### src/rtl/unidade_controle_multiciclo_pkg.sv
// rtl/unidade_controle_multiciclo_pkg.sv - states, encodings and control word for the RV32I-subset control unit
package pacote_controle;

  typedef enum logic [2:0] {
    OCIOSO     = 3'd0,
    BUSCA      = 3'd1,
    DECODIFICA = 3'd2,
    EXECUTA    = 3'd3,
    MEMORIA    = 3'd4,
    ESCRITA    = 3'd5,
    ERRO       = 3'd6
  } estado_t;

  // R_ADD sits at zero so a cleared class register reads as a harmless value
  typedef enum logic [2:0] {
    R_ADD = 3'd0,
    R_OR  = 3'd1,
    R_SLL = 3'd2,
    ADDI  = 3'd3,
    LH    = 3'd4,
    SH    = 3'd5,
    BNE   = 3'd6
  } classe_t;

  localparam logic [6:0] OP_TIPO_R = 7'b0110011;
  localparam logic [6:0] OP_ADDI   = 7'b0010011;
  localparam logic [6:0] OP_LH     = 7'b0000011;
  localparam logic [6:0] OP_SH     = 7'b0100011;
  localparam logic [6:0] OP_BNE    = 7'b1100011;

  localparam logic [2:0] F3_ADD  = 3'b000;
  localparam logic [2:0] F3_SLL  = 3'b001;
  localparam logic [2:0] F3_OR   = 3'b110;
  localparam logic [2:0] F3_ADDI = 3'b000;
  localparam logic [2:0] F3_LH   = 3'b001;
  localparam logic [2:0] F3_SH   = 3'b001;
  localparam logic [2:0] F3_BNE  = 3'b001;

  localparam logic [6:0] F7_BASE = 7'b0000000;

  localparam logic [1:0] ALU_ADD = 2'b00;
  localparam logic [1:0] ALU_OR  = 2'b01;
  localparam logic [1:0] ALU_SLL = 2'b10;
  localparam logic [1:0] ALU_SUB = 2'b11;

  typedef struct packed {
    logic       pc_escreve;
    logic       pc_fonte;
    logic       ir_escreve;
    logic       reg_escreve;
    logic       mem_para_reg;
    logic       alu_fonte_b;
    logic [1:0] alu_op;
    logic       mem_le;
    logic       mem_escreve;
    logic       ocupado;
    logic       erro;
  } sinais_t;

  function automatic logic [1:0] alu_op_tipo_r(input classe_t classe);
    logic [1:0] op;
    op = ALU_ADD;
    case (classe)
      R_OR:    op = ALU_OR;
      R_SLL:   op = ALU_SLL;
      default: op = ALU_ADD;
    endcase
    return op;
  endfunction

endpackage

### src/rtl/unidade_controle_multiciclo_if.sv
// rtl/unidade_controle_multiciclo_if.sv - decoder/datapath-facing signal bundle of the control unit
interface unidade_controle_multiciclo_if #(
  parameter int LARGURA_CONTADOR = 32
);

  logic                        inicio;
  logic [6:0]                  opcode;
  logic [2:0]                  funct3;
  logic [6:0]                  funct7;
  logic                        zero;
  logic                        mem_pronta;

  logic                        pc_escreve;
  logic                        pc_fonte;
  logic                        ir_escreve;
  logic                        reg_escreve;
  logic                        mem_para_reg;
  logic                        alu_fonte_b;
  logic [1:0]                  alu_op;
  logic                        mem_le;
  logic                        mem_escreve;
  logic                        ocupado;
  logic                        erro;
  logic [LARGURA_CONTADOR-1:0] instrucoes_concluidas;

  modport master (
    input  inicio, opcode, funct3, funct7, zero, mem_pronta,
    output pc_escreve, pc_fonte, ir_escreve, reg_escreve, mem_para_reg,
           alu_fonte_b, alu_op, mem_le, mem_escreve, ocupado, erro,
           instrucoes_concluidas
  );

  modport slave (
    output inicio, opcode, funct3, funct7, zero, mem_pronta,
    input  pc_escreve, pc_fonte, ir_escreve, reg_escreve, mem_para_reg,
           alu_fonte_b, alu_op, mem_le, mem_escreve, ocupado, erro,
           instrucoes_concluidas
  );

endinterface

### src/rtl/unidade_controle_multiciclo_classificador.sv
// rtl/unidade_controle_multiciclo_classificador.sv - combinational legality and class decoder
module classificador_instrucao
  import pacote_controle::*;
(
  input  logic [6:0] i_opcode,
  input  logic [2:0] i_funct3,
  input  logic [6:0] i_funct7,
  output logic       o_valida,
  output classe_t    o_classe
);

  always_comb begin
    o_valida = 1'b0;
    o_classe = R_ADD;
    case (i_opcode)
      OP_TIPO_R: begin
        if (i_funct7 == F7_BASE) begin
          case (i_funct3)
            F3_ADD: begin o_valida = 1'b1; o_classe = R_ADD; end
            F3_SLL: begin o_valida = 1'b1; o_classe = R_SLL; end
            F3_OR:  begin o_valida = 1'b1; o_classe = R_OR;  end
            default: o_valida = 1'b0;
          endcase
        end
      end
      OP_ADDI: if (i_funct3 == F3_ADDI) begin o_valida = 1'b1; o_classe = ADDI; end
      OP_LH:   if (i_funct3 == F3_LH)   begin o_valida = 1'b1; o_classe = LH;   end
      OP_SH:   if (i_funct3 == F3_SH)   begin o_valida = 1'b1; o_classe = SH;   end
      OP_BNE:  if (i_funct3 == F3_BNE)  begin o_valida = 1'b1; o_classe = BNE;  end
      default: o_valida = 1'b0;
    endcase
  end

endmodule

### src/rtl/unidade_controle_multiciclo.sv
// rtl/unidade_controle_multiciclo.sv - multicycle FSM, registered control word and retire counter
module unidade_controle_multiciclo
  import pacote_controle::*;
#(
  parameter int LARGURA_CONTADOR = 32
) (
  input  logic                          clock,
  input  logic                          reset,
  unidade_controle_multiciclo_if.master bus
);

  localparam logic [LARGURA_CONTADOR-1:0] W_UM = {{(LARGURA_CONTADOR-1){1'b0}}, 1'b1};

  estado_t                     r_estado;
  estado_t                     w_proximo;
  classe_t                     r_classe;
  classe_t                     w_classe_prox;
  classe_t                     w_classe_dec;
  logic                        w_valida;
  sinais_t                     r_sinais;
  sinais_t                     w_sinais;
  logic                        w_retira;
  logic                        w_desvio_bne;
  logic [LARGURA_CONTADOR-1:0] r_contador;

  classificador_instrucao u_classificador (
    .i_opcode (bus.opcode),
    .i_funct3 (bus.funct3),
    .i_funct7 (bus.funct7),
    .o_valida (w_valida),
    .o_classe (w_classe_dec)
  );

  always_ff @(posedge clock or posedge reset) begin
    if (reset) begin
      r_estado   <= OCIOSO;
      r_classe   <= R_ADD;
      r_sinais   <= '0;
      r_contador <= '0;
    end else begin
      r_estado <= w_proximo;
      r_classe <= w_classe_prox;
      r_sinais <= w_sinais;
      if (w_retira) begin
        r_contador <= r_contador + W_UM;
      end
    end
  end

  // Outputs are decoded from the state being entered, so the register holds them during that state
  always_comb begin
    w_proximo     = r_estado;
    w_retira      = 1'b0;
    w_classe_prox = (r_estado == DECODIFICA) ? w_classe_dec : r_classe;
    w_sinais      = '0;

    case (r_estado)
      OCIOSO:     if (bus.inicio) w_proximo = BUSCA;
      BUSCA:      w_proximo = DECODIFICA;
      DECODIFICA: w_proximo = w_valida ? EXECUTA : ERRO;
      EXECUTA: begin
        case (r_classe)
          BNE: begin
            w_proximo = BUSCA;
            w_retira  = 1'b1;
          end
          LH, SH:  w_proximo = MEMORIA;
          default: w_proximo = ESCRITA;
        endcase
      end
      MEMORIA: begin
        if (bus.mem_pronta) begin
          if (r_classe == SH) begin
            w_proximo = BUSCA;
            w_retira  = 1'b1;
          end else begin
            w_proximo = ESCRITA;
          end
        end
      end
      ESCRITA: begin
        w_proximo = BUSCA;
        w_retira  = 1'b1;
      end
      ERRO:    w_proximo = ERRO;
      default: w_proximo = ERRO;
    endcase

    case (w_proximo)
      BUSCA: begin
        w_sinais.ir_escreve = 1'b1;
        w_sinais.pc_escreve = 1'b1;
        w_sinais.ocupado    = 1'b1;
      end
      DECODIFICA: w_sinais.ocupado = 1'b1;
      EXECUTA: begin
        w_sinais.ocupado = 1'b1;
        case (w_classe_prox)
          R_ADD, R_OR, R_SLL: begin
            w_sinais.alu_fonte_b = 1'b0;
            w_sinais.alu_op      = alu_op_tipo_r(w_classe_prox);
          end
          ADDI, LH, SH: begin
            w_sinais.alu_fonte_b = 1'b1;
            w_sinais.alu_op      = ALU_ADD;
          end
          BNE: begin
            w_sinais.alu_op   = ALU_SUB;
            w_sinais.pc_fonte = 1'b1;
          end
          default: w_sinais.alu_op = ALU_ADD;
        endcase
      end
      MEMORIA: begin
        w_sinais.ocupado     = 1'b1;
        w_sinais.mem_le      = (w_classe_prox == LH);
        w_sinais.mem_escreve = (w_classe_prox == SH);
      end
      ESCRITA: begin
        w_sinais.ocupado      = 1'b1;
        w_sinais.reg_escreve  = 1'b1;
        w_sinais.mem_para_reg = (w_classe_prox == LH);
      end
      ERRO:    w_sinais.erro = 1'b1;
      default: w_sinais = '0;
    endcase
  end

  // The taken-branch PC load cannot be registered: zero is only valid during EXECUTA itself
  assign w_desvio_bne = (r_estado == EXECUTA) && (r_classe == BNE) && !bus.zero;

  assign bus.pc_escreve            = r_sinais.pc_escreve | w_desvio_bne;
  assign bus.pc_fonte              = r_sinais.pc_fonte;
  assign bus.ir_escreve            = r_sinais.ir_escreve;
  assign bus.reg_escreve           = r_sinais.reg_escreve;
  assign bus.mem_para_reg          = r_sinais.mem_para_reg;
  assign bus.alu_fonte_b           = r_sinais.alu_fonte_b;
  assign bus.alu_op                = r_sinais.alu_op;
  assign bus.mem_le                = r_sinais.mem_le;
  assign bus.mem_escreve           = r_sinais.mem_escreve;
  assign bus.ocupado               = r_sinais.ocupado;
  assign bus.erro                  = r_sinais.erro;
  assign bus.instrucoes_concluidas = r_contador;

endmodule
### src/flat_wrapper.sv
// flat-port wrapper written by rule: the top's interface ports become plain ports
module unidade_controle_multiciclo_flat import pacote_controle::*;
#(
  parameter int LARGURA_CONTADOR = 32
)
  (clock, reset, bus_inicio, bus_opcode, bus_funct3, bus_funct7, bus_zero, bus_mem_pronta, bus_pc_escreve, bus_pc_fonte, bus_ir_escreve, bus_reg_escreve, bus_mem_para_reg, bus_alu_fonte_b, bus_alu_op, bus_mem_le, bus_mem_escreve, bus_ocupado, bus_erro, bus_instrucoes_concluidas);
  unidade_controle_multiciclo_if #(.LARGURA_CONTADOR(LARGURA_CONTADOR)) bus_i ();
  input  logic clock;
  input  logic reset;
  input wire logic [$bits(bus_i.inicio)-1:0] bus_inicio;
  input wire logic [$bits(bus_i.opcode)-1:0] bus_opcode;
  input wire logic [$bits(bus_i.funct3)-1:0] bus_funct3;
  input wire logic [$bits(bus_i.funct7)-1:0] bus_funct7;
  input wire logic [$bits(bus_i.zero)-1:0] bus_zero;
  input wire logic [$bits(bus_i.mem_pronta)-1:0] bus_mem_pronta;
  output wire logic [$bits(bus_i.pc_escreve)-1:0] bus_pc_escreve;
  output wire logic [$bits(bus_i.pc_fonte)-1:0] bus_pc_fonte;
  output wire logic [$bits(bus_i.ir_escreve)-1:0] bus_ir_escreve;
  output wire logic [$bits(bus_i.reg_escreve)-1:0] bus_reg_escreve;
  output wire logic [$bits(bus_i.mem_para_reg)-1:0] bus_mem_para_reg;
  output wire logic [$bits(bus_i.alu_fonte_b)-1:0] bus_alu_fonte_b;
  output wire logic [$bits(bus_i.alu_op)-1:0] bus_alu_op;
  output wire logic [$bits(bus_i.mem_le)-1:0] bus_mem_le;
  output wire logic [$bits(bus_i.mem_escreve)-1:0] bus_mem_escreve;
  output wire logic [$bits(bus_i.ocupado)-1:0] bus_ocupado;
  output wire logic [$bits(bus_i.erro)-1:0] bus_erro;
  output wire logic [$bits(bus_i.instrucoes_concluidas)-1:0] bus_instrucoes_concluidas;
  assign bus_i.inicio = bus_inicio;
  assign bus_i.opcode = bus_opcode;
  assign bus_i.funct3 = bus_funct3;
  assign bus_i.funct7 = bus_funct7;
  assign bus_i.zero = bus_zero;
  assign bus_i.mem_pronta = bus_mem_pronta;
  assign bus_pc_escreve = bus_i.pc_escreve;
  assign bus_pc_fonte = bus_i.pc_fonte;
  assign bus_ir_escreve = bus_i.ir_escreve;
  assign bus_reg_escreve = bus_i.reg_escreve;
  assign bus_mem_para_reg = bus_i.mem_para_reg;
  assign bus_alu_fonte_b = bus_i.alu_fonte_b;
  assign bus_alu_op = bus_i.alu_op;
  assign bus_mem_le = bus_i.mem_le;
  assign bus_mem_escreve = bus_i.mem_escreve;
  assign bus_ocupado = bus_i.ocupado;
  assign bus_erro = bus_i.erro;
  assign bus_instrucoes_concluidas = bus_i.instrucoes_concluidas;
  unidade_controle_multiciclo #(.LARGURA_CONTADOR(LARGURA_CONTADOR)) u_core (.clock(clock), .reset(reset), .bus(bus_i));
endmodule
### config.mk
export PLATFORM = sky130hd
export DESIGN_NAME = unidade_controle_multiciclo_flat
export DESIGN_NICKNAME = d
export VERILOG_FILES = /design/src/rtl/unidade_controle_multiciclo_pkg.sv /design/src/rtl/unidade_controle_multiciclo_if.sv /design/src/rtl/unidade_controle_multiciclo_classificador.sv /design/src/rtl/unidade_controle_multiciclo.sv /design/src/flat_wrapper.sv
export SDC_FILE = /design/constraint.sdc
export NUM_CORES = 1
export LEC_CHECK = 0
export CORE_MARGIN = 2
export CORE_UTILIZATION = 31
export CTS_BUF_LIST = sky130_fd_sc_hd__clkbuf_8
export CTS_CLUSTER_DIAMETER = 150
export DETAILED_ROUTE_END_ITERATION = 16
export DONT_BUFFER_PORTS = 1
export PLACE_DENSITY = 0.49
export SYNTH_ARGS = -nofsm -noshare
export SYNTH_HDL_FRONTEND = slang
export SYNTH_HIERARCHICAL = 1
export SYNTH_SLANG_ARGS = --single-unit
### constraint.sdc
create_clock -name clock -period 2.63 [get_ports clock]
set_input_delay 0.263 -clock clock [delete_from_list [all_inputs] [get_ports clock]]
set_output_delay 0.263 -clock clock [all_outputs]
set_load 0.1 [all_outputs]
# --- Yosys cells after proc, flatten, opt, wreduce, memory -nomap -nowiden ---
# Cells that the tools add are included.
classes:
  addsub: 1
  n_eq_ne: 27
  muxes: 34
  bitwise: 1
  n_reduce_logical: 13
op_table:
  columns: ["operator", "count"]
  rows:
  - ["$eq 3x3->1 const B", 12]
  - ["$add 32x1->32 const B", 1]
  - ["$mux 3", 9]
  - ["$eq 3x2->1 const B", 6]
  - ["$pmux 3 s6", 1]
  - ["$pmux 3 s5", 1]
  - ["$eq 7x6->1 const B", 2]
  - ["$mux 1", 13]
  - ["$eq 3x1->1 const B", 4]
  - ["$pmux 2 s2", 3]
  - ["$reduce_or 3->1", 4]
  - ["$logic_not 3->1", 3]
  - ["$mux 2", 4]
  - ["$eq 7x2->1 const B", 1]
  - ["$eq 7x5->1 const B", 1]
  - ["$eq 7x7->1 const B", 1]
  - ["$logic_not 7->1", 1]
  - ["$pmux 1 s3", 2]
  - ["$pmux 3 s2", 1]
  - ["$reduce_or 5->1", 1]
  - ["$logic_and 1x1->1", 2]
  - ["$reduce_or 2->1", 1]
  - ["$logic_not 1->1", 1]
  - ["$or 1x1->1", 1]
totals:
  regBits: 49
  in_bits: 22
  elab_cells: 89

# --- Logic depth before layout (Yosys ltp) ---
logic_depth:
  depth_word: 10
  depth_mapped: 7
  depth_no_buf: 7

# --- Hierarchy ---
# The synthesis kept the hierarchy.
by_module_without_submodules:
  columns: ["module", "n_inst", "cells_per_inst", "area_each_um2", "seq_area_each_um2"]
  rows:
  - ["unidade_controle_multiciclo", 1, 206, 2250.9, 1226.2]
  - ["classificador_instrucao", 1, 24, 158.9, 0.0]

# --- Worst setup path before layout ---
# No wires, ideal clock.
synth_timing:
  path_kind: "reg-to-reg"
  from: "register u_core.r_contador[9] (netlist: u_core/bus.instrucoes_concluidas[9])"
  to: "register u_core.r_contador[23] (netlist: u_core/bus.instrucoes_concluidas[23])"
  setup_time_ps: 158
  t_arrival_ps: 2433
  t_required_ps: 2472
  path_slack_ps: 39
  path_stages_with_launch: 6
  n_path_buf: 0
  synth_period_minus_slack_ps: 2591
  path_cell_list: "dfrtp_1 > nand3_2 > or3_4 > a2111oi_4 > nand4_1 > xnor2_1"
synth_via:
  elab_chain_len: 1
synth_lines:
  columns: ["item", "line_no", "source"]
  rows:
  - ["from (decl)", "unidade_controle_multiciclo.sv:24", "logic [LARGURA_CONTADOR-1:0] r_contador;"]
  - ["from (signal assigned)", "unidade_controle_multiciclo.sv:45", "r_contador <= r_contador + W_UM;"]
  - ["$add 32x1->32", "unidade_controle_multiciclo.sv:45", null]
# No other way between the ends.
# A chain may end at the register's enable or synchronous reset.

# --- Worst setup path in the final report ---
layout_timing:
  from: "register u_core.r_estado[0]"
  to: "register u_core.r_contador[31] (netlist: u_core/bus.instrucoes_concluidas[31])"
layout_via:
  elab_chain_len: 2
layout_lines:
  columns: ["item", "line_no", "source"]
  rows:
  - ["from (decl)", "unidade_controle_multiciclo.sv:14", "estado_t r_estado;"]
  - ["from (signal assigned)", "unidade_controle_multiciclo.sv:41", "r_estado <= w_proximo;"]
  - ["$eq 3x3->1 or $eq 3x2->1 (tied branches)", "unidade_controle_multiciclo.sv:57", "case (r_estado)"]
  - ["$pmux 1 s3 (*)", "unidade_controle_multiciclo.sv:57", null]
# Mark *: on every way between the ends. The rest lies on a longest branch, timed or not.

==> run_results.csv <==
group,metric,value,unit
synth,async_reset_ff_share,100,%
finish,fin_nets,291,
finish,largest_reg_flops,32,
worst_setup_path,cp.required,2790,ps
sta,post-route-period-util,81.8,%
worst_setup_path,critPathKind,"reg -> reg",
min_path,min_from,"bus_inicio",
floorplan,start_util,31.5,%
detailed_routing,drc,0,
clock_tree,post_cts_resized,0,
synth,yosys.area.top_type_share,50.9,%
clock_tree,insertion_delay,300,ps
synth,synth_top_family_by_area,"simple AND/OR/NAND/NOR gates",
min_path,hold_depth,3,
pwr,p_int,1.24,mW
worst_setup_path,reg2reg_slack,480,ps
min_path,min_path_type,"in -> reg",
synth,ys_warn_count,6,
pwr,power_density,821,mW/mm²
pwr,ir_drop,453,µV
sta,min_period,2150,ps
detailed_routing,first_iter_violations,87,
pwr,power.share.clock,18.3,%
clock_tree,htree_num_levels,2,
synth,synth_seq_cells,49,
floorplan,die_h,92.2,µm
worst_setup_path,worst_r2r_startpoint,"u_core/r_estado[0]",
finish,area.growth.synth_to_final,19.2,%
floorplan,die_width,92.2,µm
worst_setup_path,reg2reg_depth,5,
min_path,whs_endpoint,"u_core/r_estado[0]",
synth,synthCells,230,
global_route,grt_max_degree,28,
synth,avgSynthCellArea,10.5,µm²
flow_run,cap_violations,0,
global_route,antenna_found_initial,0,
placement,dp_hpwl,4050,µm
clock_tree,numCtsBuffers,5,
synth,synth_fa_ha_area_share,0.519,%
sta,maxSlewViolCount,0,
worst_setup_path,arrival,2310,ps
sta,finalSetupViolCount,0,
detailed_routing,dr_total_vias,1804,
floorplan,core_area,0.00765,mm²
pwr,swShare,47.3,%
placement,place.gp.congestion,0.765,
synth,synth_area,0.00241,mm²
run_status,status,"completed",
clock_tree,cts.sinks,49,
floorplan,std_cell_rows,32,
synth,synth_enable_flop_cells,0,
synth,synth_top_area_cell,"dfrtp_1",
finish,drive_above_1_share,20.1,%
worst_setup_path,worst_r2r_endpoint,"u_core/bus.instrucoes_concluidas[31]",
floorplan,dieArea,0.00849,mm²
detailed_routing,drt_pass1_iterations,4,
sta,tns,0,ps
pwr,p_leak,1.16,nW
synth,synth.net_count,253,
global_route,grt_pass1_wl,9000,µm
global_route,grt_pass1_vias,1827,
pwr,combinationalPowerShare,35.0,%
synth,synth_cell_type_count,46,
clock_tree,cts_tree,"yes",
worst_setup_path,worstSetupEndpointType,"flop",
synth,muxShareOfSynthArea,2.23,%
clock_tree,cts_buffer_depth,2,
synth,synthFlopType,"dfrtp_1",
finish,fillCellCount,772,
pwr,switching_power,1.12,mW
synth,synthXorXnorAreaFrac,11.6,%
floorplan,io_pins,66,
sta,fin_skew,7.10,ps
synth,synthSimpleGateAreaFrac,25.1,%
clock_tree,clk_pin_slew,90,ps
synth,yosysSeqAreaShare,50.9,%
detailed_routing,drtAntennaViolNets,0,
finish,antennaDiodeCount,0,
detailed_routing,routed_wl,5340,µm
global_route,grt_usage,13.4,%
synth,ys_top_cells_by_area,"dfrtp_1, xnor2_1, xor2_1, nand2_1, nand3_1",
detailed_routing,via_per_inst,4.86,
sta,rsz0062_at_grt,"no",
sta,worstMarginPinSlew,923,ps
worst_setup_path,crit_path_start_kind,"flop",
synth,synth_compound_area_share,7.27,%
global_route,overflow,0,
clock_tree,cts-root-buf,"clkbuf_8",
sta,max-slew-margin-rel,38.5,%
clock_tree,postCtsSetupBuffers,0,
placement,io_buffers,0,
pwr,p_seq_share,46.7,%
sta,clock.fmax,465,MHz
sta,finalHoldViolCount,0,
detailed_routing,drt-wirelength-per-cell,14.4,µm
worst_setup_path,path_max_fanout,12,
sta,hold_slack,330,ps
## power by group through the flow
stage	sequential, mW	clock [mW]	combinational, mW
after floorplan	1.41	0	0.362
after global placement	1.11	0	0.831
after CTS	1.10	0.454	0.835
after global routing	1.12	0.486	0.885
final	1.10	0.433	0.825
after detailed placement	1.12	0	0.833
## metal layers
metal	wire (µm)	GRT usage (%)
met1	2370	16.9
met2	2510	21.5
met3	331	4.19
met4	127	5.10
met5	0	0
## worst max-delay path by stage
stage	from	end	slack [ps]	cells past startpoint
final	u_core/r_estado[0]	u_core/bus.instrucoes_concluidas[31]	480	5
after global routing	u_core/r_estado[0]	u_core/bus.instrucoes_concluidas[29]	310	5
after CTS	u_core/r_estado[0]	u_core/bus.instrucoes_concluidas[31]	480	5
after detailed placement	u_core/r_estado[0]	u_core/bus.instrucoes_concluidas[31]	470	5
after global placement	u_core/r_estado[0]	u_core/bus.instrucoes_concluidas[31]	530	5
after floorplan	u_core/bus.instrucoes_concluidas[9]	u_core/bus.instrucoes_concluidas[23]	40	5
## stage by stage
stage	instances	worst slack [ps]	utilization (%)	instance area, µm²	total power, mW
floorplan	230	38.9	-	2410	1.77
global placement	362	534	36.3	2780	1.95
detailed placement	362	473	36.3	2780	1.95
CTS	371	479	37.6	2870	2.39
global route	371	309	37.6	2870	2.49
finish	371	478	37.6	2870	2.36
## kinds of logic after synthesis
group,Yosys count
and+or+nand+nor,108
DFF,49
xor gates and xnor gates,32
AOI/OAI and AO/OA,21
buffers and inverters,14
muxes,5
adders and majority gates,1
## Yosys cell counts, types with 3 or more instances
cell / n
nor2_1: 18
buf_2: 3
nand4_1: 10
and2_1: 3
nor3_1: 8
nor2b_1: 7
xnor2_1: 20
nand2_1: 21
mux2_2: 3
xor2_1: 12
and3_1: 5
inv_1: 10
nand3_1: 14
dfrtp_1: 49
a21oi_1: 4
## cell usage in the layout, fill, tap and decap left out, drive strengths merged, types with 5 or more instances in the layout
master	netlist	final
inv	10	10
nor2b	7	7
nand3	15	15
clkbuf	1	5
xnor2	20	20
nor2	18	18
buf	3	34
nand2	21	21
nand4	10	10
dfrtp	49	49
xor2	12	12
nor3	8	8
and3	5	5
## what timing repair did
item / in CTS / in global routing
hold buffers: 1 / 0
hold endpoints to repair: 22 / 0
setup endpoints to repair: 0 / 0
## worst max-delay path: stages, from the launching register on
cell and delay (ps):
dfrtp_1 590, and4b_1 280, nand2_1 190, a2111oi_4 620, nand3_1 170, xnor2_1 160
## cell type report
| type | count | area [µm²] | area share, % |
|---|---|---|---|
| flip-flops and latches | 49 | 1230 | 42.7 |
| multi-input cells | 167 | 1130 | 39.3 |
| repair buffers | 35 | 265 | 9.23 |
| clock buffers | 5 | 68.8 | 2.40 |
| well taps | 102 | 128 | 4.44 |
| clock inverters | 3 | 17.5 | 0.610 |
| inverters | 10 | 37.5 | 1.31 |
Note: power is estimated with default switching activity, not from simulation.
